===== src/rtl/mc_control_fsm_pkg.sv =====
// Shared types and encodings for the multicycle control unit.
// Optional IMM_LOGIC_EN adds the zext field for andi/ori support.
package mc_ctrl_pkg;

    typedef enum logic [3:0] {
        S_FETCH, S_DECODE, S_MEMADR, S_MEMRD, S_MEMWB, S_MEMWR, S_EXECUTE,
        S_ALUWB, S_BRANCH, S_ADDIEXEC, S_ADDIWB, S_JUMP, S_IMMEXEC
    } state_t;

    localparam logic [5:0] OP_RTYPE = 6'b000000;
    localparam logic [5:0] OP_LW    = 6'b100011;
    localparam logic [5:0] OP_SW    = 6'b101011;
    localparam logic [5:0] OP_BEQ   = 6'b000100;
    localparam logic [5:0] OP_ADDI  = 6'b001000;
    localparam logic [5:0] OP_J     = 6'b000010;
    localparam logic [5:0] OP_ANDI  = 6'b001100;
    localparam logic [5:0] OP_ORI   = 6'b001101;

    localparam logic [5:0] FN_ADD = 6'b100000;
    localparam logic [5:0] FN_SUB = 6'b100010;
    localparam logic [5:0] FN_AND = 6'b100100;
    localparam logic [5:0] FN_OR  = 6'b100101;
    localparam logic [5:0] FN_SLT = 6'b101010;

    localparam logic [2:0] ALU_ADD = 3'b010;
    localparam logic [2:0] ALU_SUB = 3'b110;
    localparam logic [2:0] ALU_AND = 3'b000;
    localparam logic [2:0] ALU_OR  = 3'b001;
    localparam logic [2:0] ALU_SLT = 3'b111;

    localparam logic [1:0] SRCB_B     = 2'b00;
    localparam logic [1:0] SRCB_FOUR  = 2'b01;
    localparam logic [1:0] SRCB_IMM   = 2'b10;
    localparam logic [1:0] SRCB_IMMSH = 2'b11;

    localparam logic [1:0] PCSRC_ALU    = 2'b00;
    localparam logic [1:0] PCSRC_ALUOUT = 2'b01;
    localparam logic [1:0] PCSRC_JUMP   = 2'b10;

    // Registered Moore outputs; branch/pcwrite feed the pcen term.
    typedef struct packed {
        logic       memwrite;
        logic       regwrite;
        logic       iord;
        logic       memtoreg;
        logic       regdst;
        logic       alusrca;
        logic       branch;
        logic       pcwrite;
        logic [1:0] alusrcb;
        logic [1:0] pcsrc;
        logic [2:0] alucontrol;
`ifdef IMM_LOGIC_EN
        logic       zext;
`endif
    } ctrl_t;

endpackage


===== src/rtl/mc_control_fsm_if.sv =====
// Control bus between the instruction register/datapath and the control FSM.
// zext exists only when IMM_LOGIC_EN is defined.
interface mc_control_fsm_if;
    logic [5:0] op;
    logic [5:0] funct;
    logic       zero;
    logic       mem_ready;
    logic       pcen;
    logic       memwrite;
    logic       irwrite;
    logic       regwrite;
    logic       iord;
    logic       memtoreg;
    logic       regdst;
    logic       alusrca;
    logic [1:0] alusrcb;
    logic [1:0] pcsrc;
    logic [2:0] alucontrol;
    logic       illegal;
`ifdef IMM_LOGIC_EN
    logic       zext;
`endif

    modport master (
        input  op, funct, zero, mem_ready,
        output pcen, memwrite, irwrite, regwrite, iord, memtoreg, regdst,
               alusrca, alusrcb, pcsrc, alucontrol, illegal
`ifdef IMM_LOGIC_EN
        , output zext
`endif
    );

    modport slave (
        output op, funct, zero, mem_ready,
        input  pcen, memwrite, irwrite, regwrite, iord, memtoreg, regdst,
               alusrca, alusrcb, pcsrc, alucontrol, illegal
`ifdef IMM_LOGIC_EN
        , input zext
`endif
    );
endinterface


===== src/rtl/mc_control_fsm_alu_ctrl_dec.sv =====
// R-type funct decoder: funct -> ALU function select plus unsupported-funct flag.
module alu_ctrl_dec
    import mc_ctrl_pkg::*;
(
    input  logic [5:0] funct,
    output logic [2:0] alucontrol,
    output logic       funct_illegal
);
    always_comb begin
        alucontrol    = ALU_ADD;
        funct_illegal = 1'b0;
        case (funct)
            FN_ADD:  alucontrol = ALU_ADD;
            FN_SUB:  alucontrol = ALU_SUB;
            FN_AND:  alucontrol = ALU_AND;
            FN_OR:   alucontrol = ALU_OR;
            FN_SLT:  alucontrol = ALU_SLT;
            default: funct_illegal = 1'b1;
        endcase
    end
endmodule


===== src/rtl/mc_control_fsm.sv =====
// Multicycle control FSM: sequences FETCH..writeback and drives datapath selects.
// Define IMM_LOGIC_EN to add andi/ori via the IMMEXEC state and the zext output.
module mc_control_fsm
    import mc_ctrl_pkg::*;
#(
    parameter bit MEM_HANDSHAKE = 1'b1
) (
    input  logic             clk,
    input  logic             reset_n,
    mc_control_fsm_if.master bus
);
    state_t     state;
    state_t     nstate;
    ctrl_t      ctrl;
    logic       armed;
    logic       mr;
    logic       op_illegal;
    logic       fetch_go;
    logic [2:0] funct_alu;
    logic       funct_illegal;

    alu_ctrl_dec u_alu_ctrl_dec (
        .funct         (bus.funct),
        .alucontrol    (funct_alu),
        .funct_illegal (funct_illegal)
    );

    assign mr       = MEM_HANDSHAKE ? bus.mem_ready : 1'b1;
    // The first cycle after reset is a dead fetch: outputs stay 0 and no IR load happens.
    assign fetch_go = (state == S_FETCH) && armed && mr;

    always_comb begin
        op_illegal = 1'b0;
        case (bus.op)
            OP_LW, OP_SW, OP_BEQ, OP_ADDI, OP_J: op_illegal = 1'b0;
            OP_RTYPE: op_illegal = funct_illegal;
`ifdef IMM_LOGIC_EN
            OP_ANDI, OP_ORI: op_illegal = 1'b0;
`endif
            default: op_illegal = 1'b1;
        endcase
    end

    always_comb begin
        nstate = S_FETCH;
        case (state)
            S_FETCH:    nstate = fetch_go ? S_DECODE : S_FETCH;
            S_DECODE: begin
                case (bus.op)
                    OP_LW, OP_SW: nstate = S_MEMADR;
                    OP_RTYPE:     nstate = funct_illegal ? S_FETCH : S_EXECUTE;
                    OP_BEQ:       nstate = S_BRANCH;
                    OP_ADDI:      nstate = S_ADDIEXEC;
                    OP_J:         nstate = S_JUMP;
`ifdef IMM_LOGIC_EN
                    OP_ANDI, OP_ORI: nstate = S_IMMEXEC;
`endif
                    default:      nstate = S_FETCH;
                endcase
            end
            S_MEMADR:   nstate = (bus.op == OP_SW) ? S_MEMWR : S_MEMRD;
            S_MEMRD:    nstate = mr ? S_MEMWB : S_MEMRD;
            S_MEMWB:    nstate = S_FETCH;
            S_MEMWR:    nstate = mr ? S_FETCH : S_MEMWR;
            S_EXECUTE:  nstate = S_ALUWB;
            S_ALUWB:    nstate = S_FETCH;
            S_BRANCH:   nstate = S_FETCH;
            S_ADDIEXEC: nstate = S_ADDIWB;
            S_ADDIWB:   nstate = S_FETCH;
            S_JUMP:     nstate = S_FETCH;
            S_IMMEXEC:  nstate = S_ADDIWB;
            default:    nstate = S_FETCH;
        endcase
    end

    // Outputs are registered by decoding the state being entered.
    function automatic ctrl_t outs_for(input state_t s, input logic [2:0] falu,
                                       input logic imm_or);
        ctrl_t c;
        c            = '0;
        c.alucontrol = ALU_ADD;
        case (s)
            S_FETCH:    c.alusrcb = SRCB_FOUR;
            S_DECODE:   c.alusrcb = SRCB_IMMSH;
            S_MEMADR:   begin c.alusrca = 1'b1; c.alusrcb = SRCB_IMM; end
            S_MEMRD:    c.iord = 1'b1;
            S_MEMWB:    begin c.memtoreg = 1'b1; c.regwrite = 1'b1; end
            S_MEMWR:    begin c.iord = 1'b1; c.memwrite = 1'b1; end
            S_EXECUTE:  begin c.alusrca = 1'b1; c.alusrcb = SRCB_B; c.alucontrol = falu; end
            S_ALUWB:    begin c.regdst = 1'b1; c.regwrite = 1'b1; end
            S_BRANCH: begin
                c.alusrca    = 1'b1;
                c.alucontrol = ALU_SUB;
                c.pcsrc      = PCSRC_ALUOUT;
                c.branch     = 1'b1;
            end
            S_ADDIEXEC: begin c.alusrca = 1'b1; c.alusrcb = SRCB_IMM; end
            S_ADDIWB:   c.regwrite = 1'b1;
            S_JUMP:     begin c.pcsrc = PCSRC_JUMP; c.pcwrite = 1'b1; end
            S_IMMEXEC: begin
                c.alusrca    = 1'b1;
                c.alusrcb    = SRCB_IMM;
                c.alucontrol = imm_or ? ALU_OR : ALU_AND;
`ifdef IMM_LOGIC_EN
                c.zext       = 1'b1;
`endif
            end
            default:    c.alucontrol = ALU_ADD;
        endcase
        return c;
    endfunction

    always_ff @(posedge clk) begin
        if (!reset_n) begin
            state <= S_FETCH;
            armed <= 1'b0;
            ctrl  <= '0;
        end else begin
            state <= nstate;
            armed <= 1'b1;
            ctrl  <= outs_for(nstate, funct_alu, bus.op[0]);
        end
    end

    assign bus.irwrite    = fetch_go;
    assign bus.pcen       = fetch_go | ctrl.pcwrite | (ctrl.branch & bus.zero);
    assign bus.memwrite   = ctrl.memwrite;
    assign bus.regwrite   = ctrl.regwrite;
    assign bus.iord       = ctrl.iord;
    assign bus.memtoreg   = ctrl.memtoreg;
    assign bus.regdst     = ctrl.regdst;
    assign bus.alusrca    = ctrl.alusrca;
    assign bus.alusrcb    = ctrl.alusrcb;
    assign bus.pcsrc      = ctrl.pcsrc;
    assign bus.alucontrol = ctrl.alucontrol;
    assign bus.illegal    = (state == S_DECODE) && op_illegal;
`ifdef IMM_LOGIC_EN
    assign bus.zext       = ctrl.zext;
`endif
endmodule


===== src/flat_wrapper.sv =====
// flat-port wrapper written by rule: the top's interface ports become plain ports
module mc_control_fsm_flat import mc_ctrl_pkg::*;
#(
    parameter bit MEM_HANDSHAKE = 1'b1
)
  (clk, reset_n, bus_op, bus_funct, bus_zero, bus_mem_ready, bus_pcen, bus_memwrite, bus_irwrite, bus_regwrite, bus_iord, bus_memtoreg, bus_regdst, bus_alusrca, bus_alusrcb, bus_pcsrc, bus_alucontrol, bus_illegal);
  mc_control_fsm_if bus_i ();
  input  logic clk;
  input  logic reset_n;
  input wire logic [$bits(bus_i.op)-1:0] bus_op;
  input wire logic [$bits(bus_i.funct)-1:0] bus_funct;
  input wire logic [$bits(bus_i.zero)-1:0] bus_zero;
  input wire logic [$bits(bus_i.mem_ready)-1:0] bus_mem_ready;
  output wire logic [$bits(bus_i.pcen)-1:0] bus_pcen;
  output wire logic [$bits(bus_i.memwrite)-1:0] bus_memwrite;
  output wire logic [$bits(bus_i.irwrite)-1:0] bus_irwrite;
  output wire logic [$bits(bus_i.regwrite)-1:0] bus_regwrite;
  output wire logic [$bits(bus_i.iord)-1:0] bus_iord;
  output wire logic [$bits(bus_i.memtoreg)-1:0] bus_memtoreg;
  output wire logic [$bits(bus_i.regdst)-1:0] bus_regdst;
  output wire logic [$bits(bus_i.alusrca)-1:0] bus_alusrca;
  output wire logic [$bits(bus_i.alusrcb)-1:0] bus_alusrcb;
  output wire logic [$bits(bus_i.pcsrc)-1:0] bus_pcsrc;
  output wire logic [$bits(bus_i.alucontrol)-1:0] bus_alucontrol;
  output wire logic [$bits(bus_i.illegal)-1:0] bus_illegal;
  assign bus_i.op = bus_op;
  assign bus_i.funct = bus_funct;
  assign bus_i.zero = bus_zero;
  assign bus_i.mem_ready = bus_mem_ready;
  assign bus_pcen = bus_i.pcen;
  assign bus_memwrite = bus_i.memwrite;
  assign bus_irwrite = bus_i.irwrite;
  assign bus_regwrite = bus_i.regwrite;
  assign bus_iord = bus_i.iord;
  assign bus_memtoreg = bus_i.memtoreg;
  assign bus_regdst = bus_i.regdst;
  assign bus_alusrca = bus_i.alusrca;
  assign bus_alusrcb = bus_i.alusrcb;
  assign bus_pcsrc = bus_i.pcsrc;
  assign bus_alucontrol = bus_i.alucontrol;
  assign bus_illegal = bus_i.illegal;
  mc_control_fsm #(.MEM_HANDSHAKE(MEM_HANDSHAKE)) u_core (.clk(clk), .reset_n(reset_n), .bus(bus_i));
endmodule

===== config.mk =====
export PLATFORM = sky130hd
export DESIGN_NAME = mc_control_fsm_flat
export DESIGN_NICKNAME = d
export VERILOG_FILES = /design/src/rtl/mc_control_fsm_pkg.sv /design/src/rtl/mc_control_fsm_if.sv /design/src/rtl/mc_control_fsm_alu_ctrl_dec.sv /design/src/rtl/mc_control_fsm.sv /design/src/flat_wrapper.sv
export SDC_FILE = /design/constraint.sdc
export NUM_CORES = 1
export LEC_CHECK = 0
export BUFFER_PORTS_ARGS = -buffer_cell sky130_fd_sc_hd__buf_2
export CELL_PAD_IN_SITES_DETAIL_PLACEMENT = 0
export CELL_PAD_IN_SITES_GLOBAL_PLACEMENT = 1
export CORE_UTILIZATION = 35
export CTS_CLUSTER_DIAMETER = 60
export DETAILED_ROUTE_END_ITERATION = 10
export PLACE_DENSITY_LB_ADDON = 0.1
export RECOVER_POWER = 100
export SLEW_MARGIN = 15
export SYNTH_ARGS = -nofsm -noshare
export SYNTH_HDL_FRONTEND = slang
export SYNTH_SLANG_ARGS = --single-unit

===== constraint.sdc =====
create_clock -name clk -period 2.85 [get_ports clk]
set_clock_uncertainty 0.2 [all_clocks]
set_input_delay 0.285 -clock clk [delete_from_list [all_inputs] [get_ports clk]]
set_output_delay 0.285 -clock clk [all_outputs]
set_load 0.01 [all_outputs]

==> run metrics, run 1 <==
Die W=57.5 µm; Max-Cap Viols=0; Main synth FF type=dfxtp_1; drt via density=5.31; Power Total=0.471 mW; Syn Area/Cell=8.77 µm²; grt total ovfl=0; Final nets=169; Synth area leader=dfxtp_1; Num CTS Buffers=3; slowest CP cell=or4b_1; Hold WC Path Type=in -> reg; Worst path top cell family by delay=simple AND/OR/NAND/NOR gates; Total GRT Usage=15.6%; syn_nets=139; Rows=19; Peak VDD IR=0.000239 V; Leak Pwr=0.510 nW; core area=2830 µm²; WP buf/inv=0; initial antenna violation count=0; worst setup path class=reg -> reg; Worst-path clk slew=110 ps; switching share of power=25.5%; P_int=0.351 mW; DRC=4; worst-skew pair later-pin latency=300 ps; Hold Path Stages=2; dpl ws=158 ps; cells after synthesis=123; total number of vias=971; Mapped Area=1080 µm²; Worst Path Max Fanout=9; final std cells w/o fill=183; CTS tree=yes; remaining antenna violation count=0; R2R setup slack=140 ps; Arr. time, crit path=2700 ps; unrepaired setup endpoints after global routing=false; Sw Pwr=0.120 mW; Critical Path End Type=register; top cells by area, synth=dfxtp_1 (35%), buf_4 (5.6%), nor3_1 (2.8%); Inst Count DP=178; Initial Util=38.1%; fmax=369 MHz; initial DRC count=23; Slew HR=60.0%; cell area after layout=1230 µm²; worst hold slack=49.3 ps; RePlAce Congestion=0.807; Boundary Pins=32; clk sink count=19; Clock Power Share=28.4%; Synth top area share=35.3%; diode count=0; reg2reg start=u_core.state[2]; Post-synth ARST share=0%; final hold vios=0; Final Max Tran Viols=0; sequential-to-total area share from yosys stat=35.3%; largest net degree at the start of global routing=12; failing checks=DRC; Worst path depth=6; Warnings, synthesis=0; Tcrit/Tclk final=95.0%; Setup Buffers After CTS=0; first-pass GRT wire length=3.95 mm; pwr/cell area=384 nW/µm²; worst hold start=bus_funct[2]; Setup crit end=u_core.bus.regwrite; Post-DP Area=1220 µm²; Comb pwr share=14.2%; worst setup margin=143 ps; Period minus WS final=2710 ps; crit-path cells=or4b_1, or3_1, or4_4, o21a_1, a22o_1, o2bb2ai_1; Critical Path RT=2840 ps; DRT Pass-1 Iters=7; Layout Utilization=43.4%; DIE HEIGHT=57.5 µm; clock buffer depth=2; status=finished with violations; CTS H-tree lvls=1; vias in the first global route=864; final setup violation count=0; layout cell share with drive strength beyond 1=17.1%; Crit Reg-Reg Endpoint=u_core.bus.regwrite; crit path launch=u_core.state[2]; WL final=2.37 mm; CP Launch Type=register; Slowest Stage Delay on Critical Path=590 ps; die area=3310 µm²; setup TNS=0 ps; FF+latch count, synth=19; worst-margin pin slew=591 ps; reg2reg path depth=6; HPWL Detailed=1.87 mm; IO Port Bufs=31; routed wire length per instance=12.9 µm; clock root buffer=clkbuf_4; number of flops mapped to enable cells by yosys=0; Layout Area Growth over Synthesis=13.8%; Yosys cell types=49; part of the power in registers=57.4%; cts repair resizes=0
-- power groups by stage --
stage                     logic [mW]  registers, mW  clock network (mW)
after global routing          0.0760          0.271               0.151
after detailed placement      0.0678          0.277                   0
final                         0.0670          0.270               0.134
after CTS                     0.0690          0.270               0.139
after floorplan               0.0425          0.276                   0
after global placement        0.0676          0.276                   0
-- registers in the layout, summed over array words and instances (netlist names) --
signal	count
u_core.armed	1
u_core.bus.alucontrol	3
u_core.bus.alusrca	1
u_core.bus.alusrcb	2
u_core.bus.iord	1
u_core.bus.memtoreg	1
u_core.bus.memwrite	1
u_core.bus.pcsrc	2
u_core.bus.regdst	1
u_core.bus.regwrite	1
u_core.ctrl	1
u_core.state	4
-- cells in the mapped netlist (3+ instances only) --
master	instances
or3_1	4
inv_1	6
a21oi_1	5
nand2b_1	3
o21a_1	3
a31oi_1	3
dfxtp_1	19
nor4b_1	3
nand3_1	3
buf_4	8
nand2_1	7
nor2_1	6
nor3_1	6
o21ai_0	5
-- routing by layer --
metal	vias to the layer above	routed length [µm]	track usage, %
met5	-	0	0
met4	0	15	5.23
met3	2	131	3.40
met2	27	1110	27.1
met1	439	1110	19.0
li1	503	-	-
-- kinds of logic after synthesis --
kind of cell / count (synthesis) / synth area share (%)
buffers and inverters: 18 / 10.6
AO/OA/AOI/OAI: 30 / 20.5
adder cells (fa/ha/maj): 1 / 0.928
XOR/XNOR: 3 / 2.44
AND/OR/NAND/NOR: 51 / 29.2
multiplexers: 1 / 1.04
flip-flops: 19 / 35.3
-- worst min-delay path by stage --
stage                                           to  slack [ps]
after floorplan                       u_core.armed         110
after global routing      u_core.bus.alucontrol[1]          60
final                     u_core.bus.alucontrol[1]          50
after global placement                u_core.armed         260
after CTS                 u_core.bus.alucontrol[1]          50
after detailed placement              u_core.armed         260
-- cell type report --
type,instances,area (µm²)
Fill cell,303,1600
Multi-Input combinational cell,86,581
Sequential cell,19,380
Timing Repair Buffer,37,178
Tap cell,31,38.8
Clock buffer,3,22.5
Inverter,6,22.5
Clock inverter,1,5.00
-- layout by cell type (no fill, tap or decap), drive strengths merged, types with 2 or more instances in the layout --
master / Yosys / final
o21ai: 5 / 5
o21a: 3 / 3
dfxtp: 19 / 19
nor4b: 3 / 3
nand2b: 3 / 3
or4: 3 / 3
or3: 4 / 4
nor2b: 2 / 2
buf: 11 / 18
inv: 6 / 6
a31oi: 3 / 3
nand3b: 2 / 2
xor2: 2 / 2
a21oi: 5 / 5
and2b: 2 / 2
nand3: 3 / 3
nor4bb: 2 / 2
nand2: 7 / 7
nor3: 6 / 6
nor2: 6 / 6
clkbuf: 1 / 21
-- repair_timing --
item,4_1_cts,5_1_grt
endpoints found under the hold margin,1,0
hold buffers,1,0
setup endpoints to repair,0,0
Power figures use the tool's default switching activity.
==> run 2: changes to the inputs <==
- clock period: 2.85 -> 3.3 ns (I/O delays scaled with it)
==> run metrics, run 2 (synthesis results as in run 1) <==
status=finished with violations (unchanged); failing checks=DRC (unchanged); WL final=2.33 mm (was 2.37 mm); Tcrit/Tclk final=86.6% (was 95.0%); Total GRT Usage=14.8% (was 15.6%); fmax=350 MHz (was 369 MHz); Hold WC Path Type=in -> reg (unchanged); final std cells w/o fill=178 (was 183); Boundary Pins=32 (unchanged); clock root buffer=clkbuf_4 (unchanged); Comb pwr share=13.4% (was 14.2%); initial antenna violation count=0 (unchanged); part of the power in registers=58.0% (was 57.4%); vias in the first global route=884 (was 864); routed wire length per instance=13.1 µm (was 12.9 µm); Biggest register=u_core.state (unchanged); clock buffer depth=2 (unchanged); pwr/cell area=341 nW/µm² (was 384 nW/µm²); Peak VDD IR=0.000144 V (was 0.000239 V); Layout Utilization=42.0% (was 43.4%); Slowest Stage Delay on Critical Path=640 ps (was 590 ps); diode count=0 (unchanged); switching share of power=25.6% (was 25.5%); CP Launch Type=register (unchanged); drt via density=5.36 (was 5.31); final setup violation count=0 (unchanged); worst-margin pin slew=1280 ps (was 591 ps); worst hold slack=99.0 ps (was 49.3 ps); worst-skew pair later-pin latency=300 ps (about the same); layout cell share with drive strength beyond 1=13.6% (was 17.1%); initial DRC count=15 (was 23); Rows=19 (unchanged); Post-DP Area=1180 µm² (was 1220 µm²); WP buf/inv=0 (unchanged); Die W=57.5 µm (unchanged); CTS tree=yes (unchanged); Layout Area Growth over Synthesis=10.2% (was 13.8%); Final Max Tran Viols=0 (unchanged); max FFs per register=4 (unchanged); final hold vios=0 (unchanged); Arr. time, crit path=2850 ps (was 2700 ps); setup TNS=0 ps (unchanged); Critical Path RT=3290 ps (was 2840 ps); Max-Cap Viols=0 (unchanged); Slew HR=13.6% (was 60.0%); DRC=4 (unchanged); cts repair resizes=0 (unchanged); Clock Power Share=28.7% (was 28.4%); largest net degree at the start of global routing=14 (was 12); Num CTS Buffers=3 (unchanged); unrepaired setup endpoints after global routing=false (unchanged); Initial Util=38.1% (unchanged); worst setup path class=reg -> reg (unchanged); Worst path top cell family by delay=simple AND/OR/NAND/NOR gates (unchanged); DRT Pass-1 Iters=7 (unchanged); CTS H-tree lvls=1 (unchanged); clk sink count=19 (unchanged); remaining antenna violation count=0 (unchanged); cell area after layout=1190 µm² (was 1230 µm²); Inst Count DP=173 (was 178); die area=3310 µm² (unchanged); total number of vias=954 (was 971); IO Port Bufs=31 (unchanged); first-pass GRT wire length=3.73 mm (was 3.95 mm); crit-path cells=or4b_1, or3_1, or4_1, o21a_1, a22o_1, o2bb2ai_1 (was or4b_1, or3_1, or4_4, o21a_1, a22o_1, o2bb2ai_1); Final nets=164 (was 169); P_int=0.302 mW (was 0.351 mW); HPWL Detailed=1.75 mm (was 1.87 mm); commonest cells after routing, fill and taps aside=dfxtp_1 (19), clkbuf_1 (18), buf_2 (13) (was dfxtp_1 (19), clkbuf_1 (18), buf_2 (14)); DIE HEIGHT=57.5 µm (unchanged); Power Total=0.405 mW (was 0.471 mW); slowest CP cell=or4_1 (was or4b_1); Leak Pwr=0.482 nW (was 0.510 nW); Sw Pwr=0.104 mW (was 0.120 mW); Worst Path Max Fanout=10 (was 9); Period minus WS final=2860 ps (was 2710 ps); Critical Path End Type=register (unchanged); core area=2830 µm² (unchanged); worst setup margin=443 ps (was 143 ps); grt total ovfl=0 (unchanged); most common cell after layout, fill and taps aside=dfxtp_1 (unchanged); Worst-path clk slew=100 ps (was 110 ps); RePlAce Congestion=0.752 (was 0.807); dpl ws=402 ps (was 158 ps)
## run 2: area by class of cell
class / count / area [µm²]
Multi-Input combinational cell: 86 / 577
Clock inverter: 1 / 5.00
Sequential cell: 19 / 380
Fill cell: 319 / 1640
Inverter: 6 / 22.5
Tap cell: 31 / 38.8
Clock buffer: 3 / 22.5
Timing Repair Buffer: 32 / 143
## run 2: repair_timing
item / CTS / global route
hold buffers: 1 / 0
endpoints found under the hold margin: 1 / 0
setup buffers: 0 / 0
## run 2: metal layers
| layer | vias up | wire length (µm) | GRT usage [%] |
|---|---|---|---|
| met5 | - | 0 | 0 |
| met4 | 0 | 14 | 5.23 |
| met3 | 2 | 117 | 3.40 |
| met2 | 24 | 1100 | 26.2 |
| met1 | 434 | 1100 | 17.5 |
| li1 | 494 | - | - |
## run 2: worst paths after layout
path / start / endpoint / slack (ps) / depth (start not counted)
min: bus_funct[2] / u_core.bus.alucontrol[1] / 100 / 2
max: u_core.state[0] / u_core.bus.regwrite / 440 / 6
max reg2reg: u_core.state[0] / u_core.bus.regwrite / 440 / 6
min reg2reg: u_core.state[3] / u_core.bus.alucontrol[2] / 560 / 2
## run 2: power by group through the flow
stage | clock network [mW] | registers (mW) | logic (mW)
after floorplan | 0 | 0.239 | 0.0367
after global placement | 0 | 0.240 | 0.0551
after detailed placement | 0 | 0.240 | 0.0552
after CTS | 0.119 | 0.235 | 0.0565
after global routing | 0.130 | 0.235 | 0.0604
final | 0.116 | 0.235 | 0.0541
## run 2: worst register-to-register path, delay by kind of cell (launching register included)
kind / cells / cell delay, ps
and+or+nand+nor: 3 / 1530
DFF: 1 / 530
AOI/OAI and AO/OA: 3 / 510
==> run 3: changes to the inputs <==
- CELL_PAD_IN_SITES_GLOBAL_PLACEMENT: 1 -> 2
- CORE_UTILIZATION: 35 -> 31
==> run metrics, run 3 (synthesis results as in run 1) <==
die area=3720 µm² (was 3310 µm²); part of the power in registers=57.6% (was 58.0%); drt via density=5.01 (was 5.36); diode count=0 (unchanged); Slew HR=8.24% (was 13.6%); met2 wire len=1.12 mm (was 1.10 mm); Arr. time, crit path=2850 ps (about the same); Initial Util=32.3% (was 38.1%); worst setup path class=reg -> reg (unchanged); max FFs per register=4 (unchanged); most common cell after layout, fill and taps aside=dfxtp_1 (unchanged); Clock Power Share=29.2% (was 28.7%); Final nets=164 (unchanged); Die W=61.0 µm (was 57.5 µm); RePlAce Congestion=0.717 (was 0.752); clock buffer depth=2 (unchanged); Max-Cap Viols=0 (unchanged); Final Max Tran Viols=0 (unchanged); Layout Area Growth over Synthesis=11.9% (was 10.2%); pwr/cell area=338 nW/µm² (was 341 nW/µm²); WL met1=1.18 mm (was 1.10 mm); setup TNS=0 ps (unchanged); switching share of power=26.1% (was 25.6%); worst-skew pair later-pin latency=300 ps (about the same); Hold WC Path Type=in -> reg (unchanged); CTS H-tree lvls=1 (unchanged); Tcrit/Tclk final=86.1% (was 86.6%); Post-DP Area=1200 µm² (was 1180 µm²); P_int=0.302 mW (about the same); Worst-path clk slew=110 ps (was 100 ps); final hold vios=0 (unchanged); Period minus WS final=2840 ps (was 2860 ps); total number of vias=966 (was 954); Critical Path RT=3300 ps (was 3290 ps); commonest cells after routing, fill and taps aside=dfxtp_1 (19), clkbuf_1 (18), buf_2 (13) (unchanged); WL final=2.44 mm (was 2.33 mm); final setup violation count=0 (unchanged); worst-margin pin slew=1350 ps (was 1280 ps); Comb pwr share=13.2% (was 13.4%); Biggest register=u_core.state (unchanged); fmax=352 MHz (was 350 MHz); DIE HEIGHT=61.0 µm (was 57.5 µm); remaining antenna violation count=0 (unchanged); initial antenna violation count=0 (unchanged); IO Port Bufs=31 (unchanged); top layer in use=met4 (unchanged); HPWL Detailed=1.81 mm (was 1.75 mm); clock root buffer=clkbuf_4 (unchanged); Critical Path End Type=register (unchanged); final std cells w/o fill=193 (was 178); status=finished clean (was finished with violations); vias in the first global route=813 (was 884); DRC=0 (was 4); Worst Path Max Fanout=10 (unchanged); routed wire length per instance=12.6 µm (was 13.1 µm); Total GRT Usage=14.1% (was 14.8%); cell area after layout=1210 µm² (was 1190 µm²); DRT Pass-1 Iters=4 (was 7); largest net degree at the start of global routing=14 (unchanged); core area=3340 µm² (was 2830 µm²); Inst Count DP=188 (was 173); CP Launch Type=register (unchanged); Rows=21 (was 19); Boundary Pins=32 (unchanged); Sw Pwr=0.106 mW (was 0.104 mW); grt total ovfl=0 (unchanged); Leak Pwr=0.482 nW (unchanged); clk sink count=19 (unchanged); layout cell share with drive strength beyond 1=13.6% (unchanged); unrepaired setup endpoints after global routing=false (unchanged); Peak VDD IR=0.0000974 V (was 0.000144 V); initial DRC count=10 (was 15); met3 wire len=90 µm (was 117 µm); CTS tree=yes (unchanged); Num CTS Buffers=3 (unchanged); first-pass GRT wire length=3.80 mm (was 3.73 mm)
==> run 3: cell counts in the layout (fill, tap and decap cells not counted) <==
No cell type changed its count.
==> run 3: per-stage QoR <==
step	hold slack [ps]	utilization [%]	total power [mW]	worst slack, ps
final	79.7	36.2	0.408	458
after global placement	310	36.0	0.296	489
after CTS	77.0	37.1	0.414	473
after global routing	93.2	36.2	0.428	282
after detailed placement	300	36.0	0.295	405
after floorplan	158	-	0.275	753
==> run 3: repair_timing <==
item,in CTS,in global routing
endpoints found under the hold margin,1,0
hold buffers,1,0
buffers inserted,0,0
resized for setup,0,0
endpoints found under the setup margin,0,0
==> run 3: power groups by stage <==
stage / Clock (mW) / Combinational (mW) / Sequential [mW]
finish: 0.119 / 0.0540 / 0.235
global route: 0.132 / 0.0607 / 0.236
CTS: 0.123 / 0.0565 / 0.235
detailed placement: 0 / 0.0554 / 0.240
global placement: 0 / 0.0559 / 0.240
floorplan: 0 / 0.0367 / 0.239
==> run 3: worst paths after layout <==
check             slack [ps]       startpoint  cells past startpoint                  endpoint
hold reg to reg          570  u_core.state[3]                      2  u_core.bus.alucontrol[2]
setup reg to reg         460  u_core.state[0]                      6       u_core.bus.regwrite
setup / recovery         460  u_core.state[0]                      6       u_core.bus.regwrite
hold / removal            80     bus_funct[2]                      2  u_core.bus.alucontrol[1]
==> run 3: worst max-delay path: stages, from the launching register on <==
cell,delay [ps]
dfxtp_1,530
or4b_1,520
or3_1,340
or4_1,640
o21a_1,180
a22o_1,220
o2bb2ai_1,110
==> run 3: layout make-up <==
type                            count  area [µm²]
Timing Repair Buffer               32         143
Inverter                            6        22.5
Fill cell                         376        2130
Tap cell                           46        57.6
Sequential cell                    19         380
Clock buffer                        3        22.5
Multi-Input combinational cell     86         577
Clock inverter                      1        5.00
==> run 3: layer usage <==
| layer | vias up | global-route usage (%) |
|---|---|---|
| li1 | 496 | - |
| met1 | 440 | 17.7 |
| met2 | 26 | 23.5 |
| met3 | 4 | 2.56 |
| met4 | 0 | 5.84 |
| met5 | - | 0 |
